File: src/rtl/irq_pc_sequencer.sv
// irq_pc_sequencer: next-PC selection with interrupt entry, pipeline drain and mret return
module irq_pc_sequencer #(
    parameter int          N_IRQ        = 4,
    parameter logic [31:0] IRQ_BASE     = 32'h0000_0100,
    parameter int          DRAIN_CYCLES = 2,
    localparam int         CW           = (N_IRQ > 1) ? $clog2(N_IRQ) : 1
) (
    input  logic             i_clk,
    input  logic             in_rst,
    input  logic [31:0]      i_pc,
    input  logic             i_stall,
    input  logic             i_br_taken,
    input  logic [31:0]      i_br_target,
    input  logic             i_mret,
    input  logic             i_ie,
    input  logic [N_IRQ-1:0] i_irq,
    output logic [31:0]      o_nxt_pc,
    output logic             o_pc_enable,
    output logic             o_flush,
    output logic [N_IRQ-1:0] o_irq_ack,
    output logic [31:0]      o_epc,
    output logic [CW-1:0]    o_cause,
    output logic             o_in_isr
);
    typedef enum logic [1:0] {RUN, DRAIN, ENTER, ISR} state_t;
    state_t state, state_n;
    logic [31:0]      seq_pc, nxt_pc, epc_n;
    logic [CW-1:0]    cause_c, cause_n;
    logic [3:0]       cnt, cnt_n;
    logic [N_IRQ-1:0] ack_n;
    logic             pending, pc_en, flush, in_isr_n;
    assign seq_pc  = i_br_taken ? i_br_target : i_pc + 32'd4;
    assign pending = i_ie & |i_irq & ~o_in_isr;
    // lowest-numbered active request wins
    always_comb begin
        cause_c = '0;
        for (int i = N_IRQ - 1; i >= 0; i--)
            if (i_irq[i]) cause_c = CW'(i);
    end
    // next state, PC selection and register next values
    always_comb begin
        state_n  = state;
        nxt_pc   = seq_pc;
        pc_en    = 1'b0;
        flush    = 1'b0;
        epc_n    = o_epc;
        cause_n  = o_cause;
        cnt_n    = cnt;
        in_isr_n = o_in_isr;
        ack_n    = '0;
        case (state)
            RUN: begin
                if (pending) begin
                    if (!i_stall) begin
                        epc_n   = seq_pc;
                        cause_n = cause_c;
                        cnt_n   = 4'(DRAIN_CYCLES);
                        state_n = DRAIN;
                    end
                end else begin
                    pc_en = ~i_stall;
                end
            end
            DRAIN: begin
                flush = 1'b1;
                if (!i_stall) begin
                    cnt_n = cnt - 4'd1;
                    if (cnt == 4'd1) state_n = ENTER;
                end
            end
            ENTER: begin
                nxt_pc         = IRQ_BASE + (32'(o_cause) << 4);
                pc_en          = 1'b1;
                flush          = 1'b1;
                ack_n[o_cause] = 1'b1;
                in_isr_n       = 1'b1;
                state_n        = ISR;
            end
            ISR: begin
                if (i_mret) begin
                    nxt_pc = o_epc;
                    if (!i_stall) begin
                        pc_en    = 1'b1;
                        flush    = 1'b1;
                        in_isr_n = 1'b0;
                        state_n  = RUN;
                    end
                end else begin
                    pc_en = ~i_stall;
                end
            end
            default: state_n = RUN;
        endcase
    end
    // outputs forced quiet while reset is held
    assign o_nxt_pc    = in_rst ? nxt_pc : '0;
    assign o_pc_enable = in_rst & pc_en;
    assign o_flush     = in_rst & flush;
    // sequencer state and interrupt context registers
    always_ff @(posedge i_clk or negedge in_rst) begin
        if (!in_rst) begin
            state     <= RUN;
            o_epc     <= '0;
            o_cause   <= '0;
            o_in_isr  <= 1'b0;
            o_irq_ack <= '0;
            cnt       <= '0;
        end else begin
            state     <= state_n;
            o_epc     <= epc_n;
            o_cause   <= cause_n;
            o_in_isr  <= in_isr_n;
            o_irq_ack <= ack_n;
            cnt       <= cnt_n;
        end
    end
endmodule

File: config.mk
export PLATFORM = sky130hd
export DESIGN_NAME = irq_pc_sequencer
export DESIGN_NICKNAME = d
export VERILOG_FILES = /design/src/rtl/irq_pc_sequencer.sv
export SDC_FILE = /design/constraint.sdc
export NUM_CORES = 1
export LEC_CHECK = 0
export BUFFER_PORTS_ARGS = -buffer_cell sky130_fd_sc_hd__buf_2
export CAP_MARGIN = 20
export CORE_ASPECT_RATIO = 1.2
export CORE_MARGIN = 3
export CORE_UTILIZATION = 50
export DETAILED_ROUTE_END_ITERATION = 7
export PLACE_DENSITY = 0.82
export SKIP_CTS_REPAIR_TIMING = 1
export SLEW_MARGIN = 0
export SYNTH_ARGS = -nofsm -noshare
export SYNTH_HDL_FRONTEND = slang
export SYNTH_SLANG_ARGS = --single-unit
File: constraint.sdc
create_clock -name i_clk -period 3.6 [get_ports i_clk]
set_input_delay 0.36 -clock i_clk [delete_from_list [all_inputs] [get_ports i_clk]]
set_output_delay 0.36 -clock i_clk [all_outputs]
set_load 0.1 [all_outputs]
# [Word level (Yosys, flattened, before mapping)]
# Index checks and enable logic that the tools add are counted.
[word_totals] regBits=45 out_inout_bits=73 elab_cells=68
[classes] n_addsub=3 magnitude_cmp=2 eq_ne=10 n_mux=31 bitwise=6 n_reduce_logical=10
[ops] operator="two-way mux 32 bit" count=3
[ops] operator="one-hot mux 32 bit (2 select lines)" count=1
[ops] operator="adder 32 x 3 -> 32 bit (second input constant)" count=1
[ops] operator="two-way mux 2 bit" count=10
[ops] operator="two-way mux 4 bit" count=4
[ops] operator="inequality test 2 bit (second input constant)" count=6
[ops] operator="adder 9 x 6 -> 10 bit (first input constant)" count=1
[ops] operator="one-hot mux 2 bit (4 select lines)" count=1
[ops] operator="one-hot mux 4 bit (2 select lines)" count=1
[ops] operator="two-way mux 1 bit" count=7
[ops] operator="AND reduction 3 bit" count=2
[ops] operator="AND reduction 6 bit" count=1
[ops] operator="bitwise AND 1 bit" count=4
[ops] operator="== test 2 bit (second input constant)" count=2
[ops] operator="== test 4 x 1 -> 1 bit (second input constant)" count=1
[ops] operator="one-hot mux 1 bit (2 select lines)" count=2
[ops] operator="AND reduction 4 bit" count=1
[ops] operator="nonzero test 2 bit" count=2
[ops] operator="OR reduction 4 bit" count=1
[ops] operator="subtractor 4 x 1 -> 4 bit (second input constant)" count=1
[ops] operator="< comparator 2 x 3 -> 1 bit (second input constant)" count=1
[ops] operator="one-hot mux 1 bit (3 select lines)" count=1
[ops] operator="demux 1 bit (select 2 bit)" count=1
[ops] operator="== test 2 x 1 -> 1 bit (second input constant)" count=1
[ops] operator="5 further kinds" count=6

# [Depth between registers and ports, before layout]
[logic_depth] ltp_word=6 ltp_mapped=8 depth_no_buf=7

# [Worst setup path before layout]
# Ideal clock, no wire load.
[synth_path] path_kind="reg-to-output" start="register state[0]" end="output o_nxt_pc[14]" arrival_time_ns=3.681 required_time_ns=3.240 path_slack_ns=-0.441 path_stages_with_launch=9 n_path_buf=1 cell_sequence="dfrtp_1 -> inv_1 -> ha_1 -> nor2_1 -> nor2_1 -> nor2_2 -> nand2_1 -> clkbuf_1 -> o21ai_0"
[synth_via] elab_chain_len=3 elab_cells_between_ends=4
[synth_rtl] element="start: declaration" line="26" rtl="state_t state, state_n;"
[synth_rtl] element="start signal: assignment" line="109" rtl="state <= state_n;"
[synth_rtl] element="== test 2 bit" line="51" rtl="case (state)"
[synth_rtl] element="one-hot mux 32 bit (2 select lines) *" line="51"
[synth_rtl] element="two-way mux 32 bit *" line="96" rtl="assign o_nxt_pc = in_rst ? nxt_pc : '0;"
[synth_rtl] element="end: declaration" line="17" rtl="output logic [31:0] o_nxt_pc,"
# Mark *: on every way between the ends. The rest lies on a longest branch, timed or not.

# [Worst setup path in the final report]
[layout_path] start="register state[1]" end="output o_nxt_pc[14]"
# Same word-level chain as after synthesis.

==> flow_metrics.env <==
export IMPL_slew_viol_final=0
export IMPL_start_util_pct=52.3
export IMPL_drive_gt1_share_pct=31.0
export IMPL_dp_hpwl_mm=8.80
export IMPL_hold_viol=0
export IMPL_fin_crit_ns=3.36
export IMPL_fp_dieH_microns=99.3
export IMPL_synth_warnings=0
export IMPL_grt_max_degree=55
export IMPL_htree_levels=2
export IMPL_setup_viol=0
export IMPL_syn_inst=452
export IMPL_r2r_start="o_in_isr"
export IMPL_dr_first_iter_drc_count=244
export IMPL_ios=147
export IMPL_wl_met2_mm=6.05
export IMPL_wl_met3_microns=819
export IMPL_finalCritPeriodShare_pct=93.3
export IMPL_first_pass_iters=5
export IMPL_grt_pass1_vias=3898
export IMPL_synthMuxAreaShare_pct=5.04
export IMPL_clk_latency_ns=0.30
export IMPL_dieArea_sq_um=8310
export IMPL_dp_slack_ns=0.262
export IMPL_cap_violations=0
export IMPL_design_core_area_sq_um=6940
export IMPL_top_layer_used="met4"
export IMPL_cts_made_buffers=5
export IMPL_track_usage_pct=27.3
export IMPL_vias=4026
export IMPL_setup_worst_path_start_class="flip-flop"
export IMPL_yosysMostFrequentCell="nand2_1"
export IMPL_holdWs_ns=0.198
export IMPL_yosysSeqAreaShare_pct=31.1
export IMPL_num_rows=33
export IMPL_path_max_fanout=17
export IMPL_synth_xor_area_share_pct=4.59
export IMPL_clock_sinks=45
export IMPL_synth_edf_count=0
export IMPL_root_buffer="clkbuf_8"
export IMPL_synthTopCellsByCount="nand2_1, dfrtp_1, o21ai_0"
export IMPL_cts_buffer_depth=2
export IMPL_synth_distinct_cells=54
export IMPL_drc_errors=0
export IMPL_rsz0062_at_grt="no"
export IMPL_synthFlopType="dfrtp_1"
export IMPL_vias_per_cell=6.00
export IMPL_n_antenna_cell=0
export IMPL_synthArstFlopShare_pct=100
export IMPL_area_growth_pct=30.9
export IMPL_gp_congestion=0.887
export IMPL_synth_largest_area_cell="dfrtp_1"
export IMPL_grt_overflow_total=0
export IMPL_worst_pin_slew_ns=0.674
export IMPL_die_w_microns=83.7
export IMPL_syn_nets=534
export IMPL_post_synth_top_area_fraction_pct=31.1
export IMPL_min_path_type="primary input to asynchronous set/reset pin"
export IMPL_wirelength_mm=11.5
export IMPL_layout_setup_ws_ns=0.242
export IMPL_drtAntennaViolNets=0
export IMPL_tritoncts="built"
export IMPL_max_clock_freq_ghz=0.298
export IMPL_synth_top_family_by_area="simple AND/OR/NAND/NOR gates"
export IMPL_synth_compound_area_share_pct=23.9
export IMPL_critPathKind="flip-flop to output port"
export IMPL_r2r_worst_path_cells=5
export IMPL_num_fill_cells=558
export IMPL_ys_top_cells_by_area="dfrtp_1, nand2_1, o21ai_0"
export IMPL_synth_simple_area_share_pct=26.1
export IMPL_synthAdderAreaFrac_pct=2.76
export IMPL_status="complete, no violations"
export IMPL_synth_cell_area_sq_um=3630
export IMPL_post_drt_wl_per_cell_microns=17.2
export IMPL_endpoint_kind="output port"
export IMPL_port_buffers=146
export IMPL_synth_seq_cells=45
export IMPL_syn_avg_cell_area_sq_um=8.02
export IMPL_crit_required_ns=3.24
export IMPL_antenna_found_initial=0
export IMPL_relSlewSlack_pct=55.0
export IMPL_skew_ns=0.00391
export IMPL_grt_pass1_wl_mm=18.9
export IMPL_r2r_slack_ns=1.28
export IMPL_path_clk_slew_ns=0.09
export IMPL_fin_nets=665
export IMPL_timing_rr_end="o_epc[12]"
export IMPL_drt_met1_wl_mm=4.49
export IMPL_critPathArrivalTime_ns=3.00
area by class of cell:
cell class	count	area, sq um	share of cell area [%]
repair buffers	154	1110	23.3
clock buffers	6	72.6	1.53
multi-input cells	362	2270	47.8
clock inverters	2	10.0	0.211
well taps	87	109	2.29
flip-flops and latches	45	1130	23.7
inverters	15	56.3	1.19
worst max-delay path by stage:
stage / start / end / slack, ns / cells past startpoint
detailed placement: state[1] / o_nxt_pc[14] / 0.26 / 7
floorplan: state[0] / o_nxt_pc[14] / -0.44 / 8
global route: state[1] / o_nxt_pc[14] / 0.04 / 7
global placement: state[1] / o_nxt_pc[14] / 0.44 / 7
CTS: state[1] / o_nxt_pc[14] / -0.06 / 7
finish: state[1] / o_nxt_pc[14] / 0.24 / 7
worst max-delay path: stages, from the launching register on:
cell and delay (ns):
dfrtp_1 0.40, ha_1 0.34, nor2b_1 0.35, nor2_1 0.17
nor2_4 0.39, nand2_1 0.35, o21ai_0 0.46, buf_12 0.23
cell families after synthesis:
family / count (synthesis)
muxes: 17
xor gates and xnor gates: 19
DFF: 45
AOI/OAI and AO/OA: 136
adders and majority gates: 8
buffers and inverters: 45
and+or+nand+nor: 182
cells in the final DEF, fill, tap and decap left out, types with 6 or more instances in the layout:
cell,instances
xnor2_1,15
inv_1,14
o21ai_0,41
nor4_1,10
o21ai_1,11
a32oi_1,10
nor3_1,9
nand2b_1,12
o31ai_1,10
nor2_1,31
o31a_1,9
and4_1,6
nand4_1,10
buf_2,125
nand2_1,65
buf_12,21
ha_1,8
mux2_2,10
dfrtp_1,45
a22o_1,6
buf_4,8
nand3_1,16
a21oi_1,23
mux2i_1,7
metrics by stage:
step | setup TNS, ns | utilization, % | cells | area, sq um
2_1_floorplan | -4.25 | - | 452 | 3630
3_3_place_gp | 0 | 67.2 | 663 | 4660
3_5_place_dp | 0 | 67.2 | 663 | 4660
4_1_cts | -0.0699 | 68.4 | 671 | 4740
5_1_grt | 0 | 68.4 | 671 | 4750
6_report | 0 | 68.4 | 671 | 4750
metal layers:
| metal | GRT usage [%] | vias up |
|---|---|---|
| li1 | - | 1918 |
| met1 | 33.1 | 1937 |
| met2 | 50.0 | 158 |
| met3 | 5.39 | 13 |
| met4 | 5.82 | 0 |
| met5 | 0 | - |
sequential cells by signal (all words and copies together), names as in the netlist:
register and cells:
state 2, o_in_isr 1, o_cause 2, cnt 4, o_epc 32, o_irq_ack 4
Power is left out: the tool's default activity adds up to more than one toggle a clock period on the data nets, which glitch-free logic cannot reach.
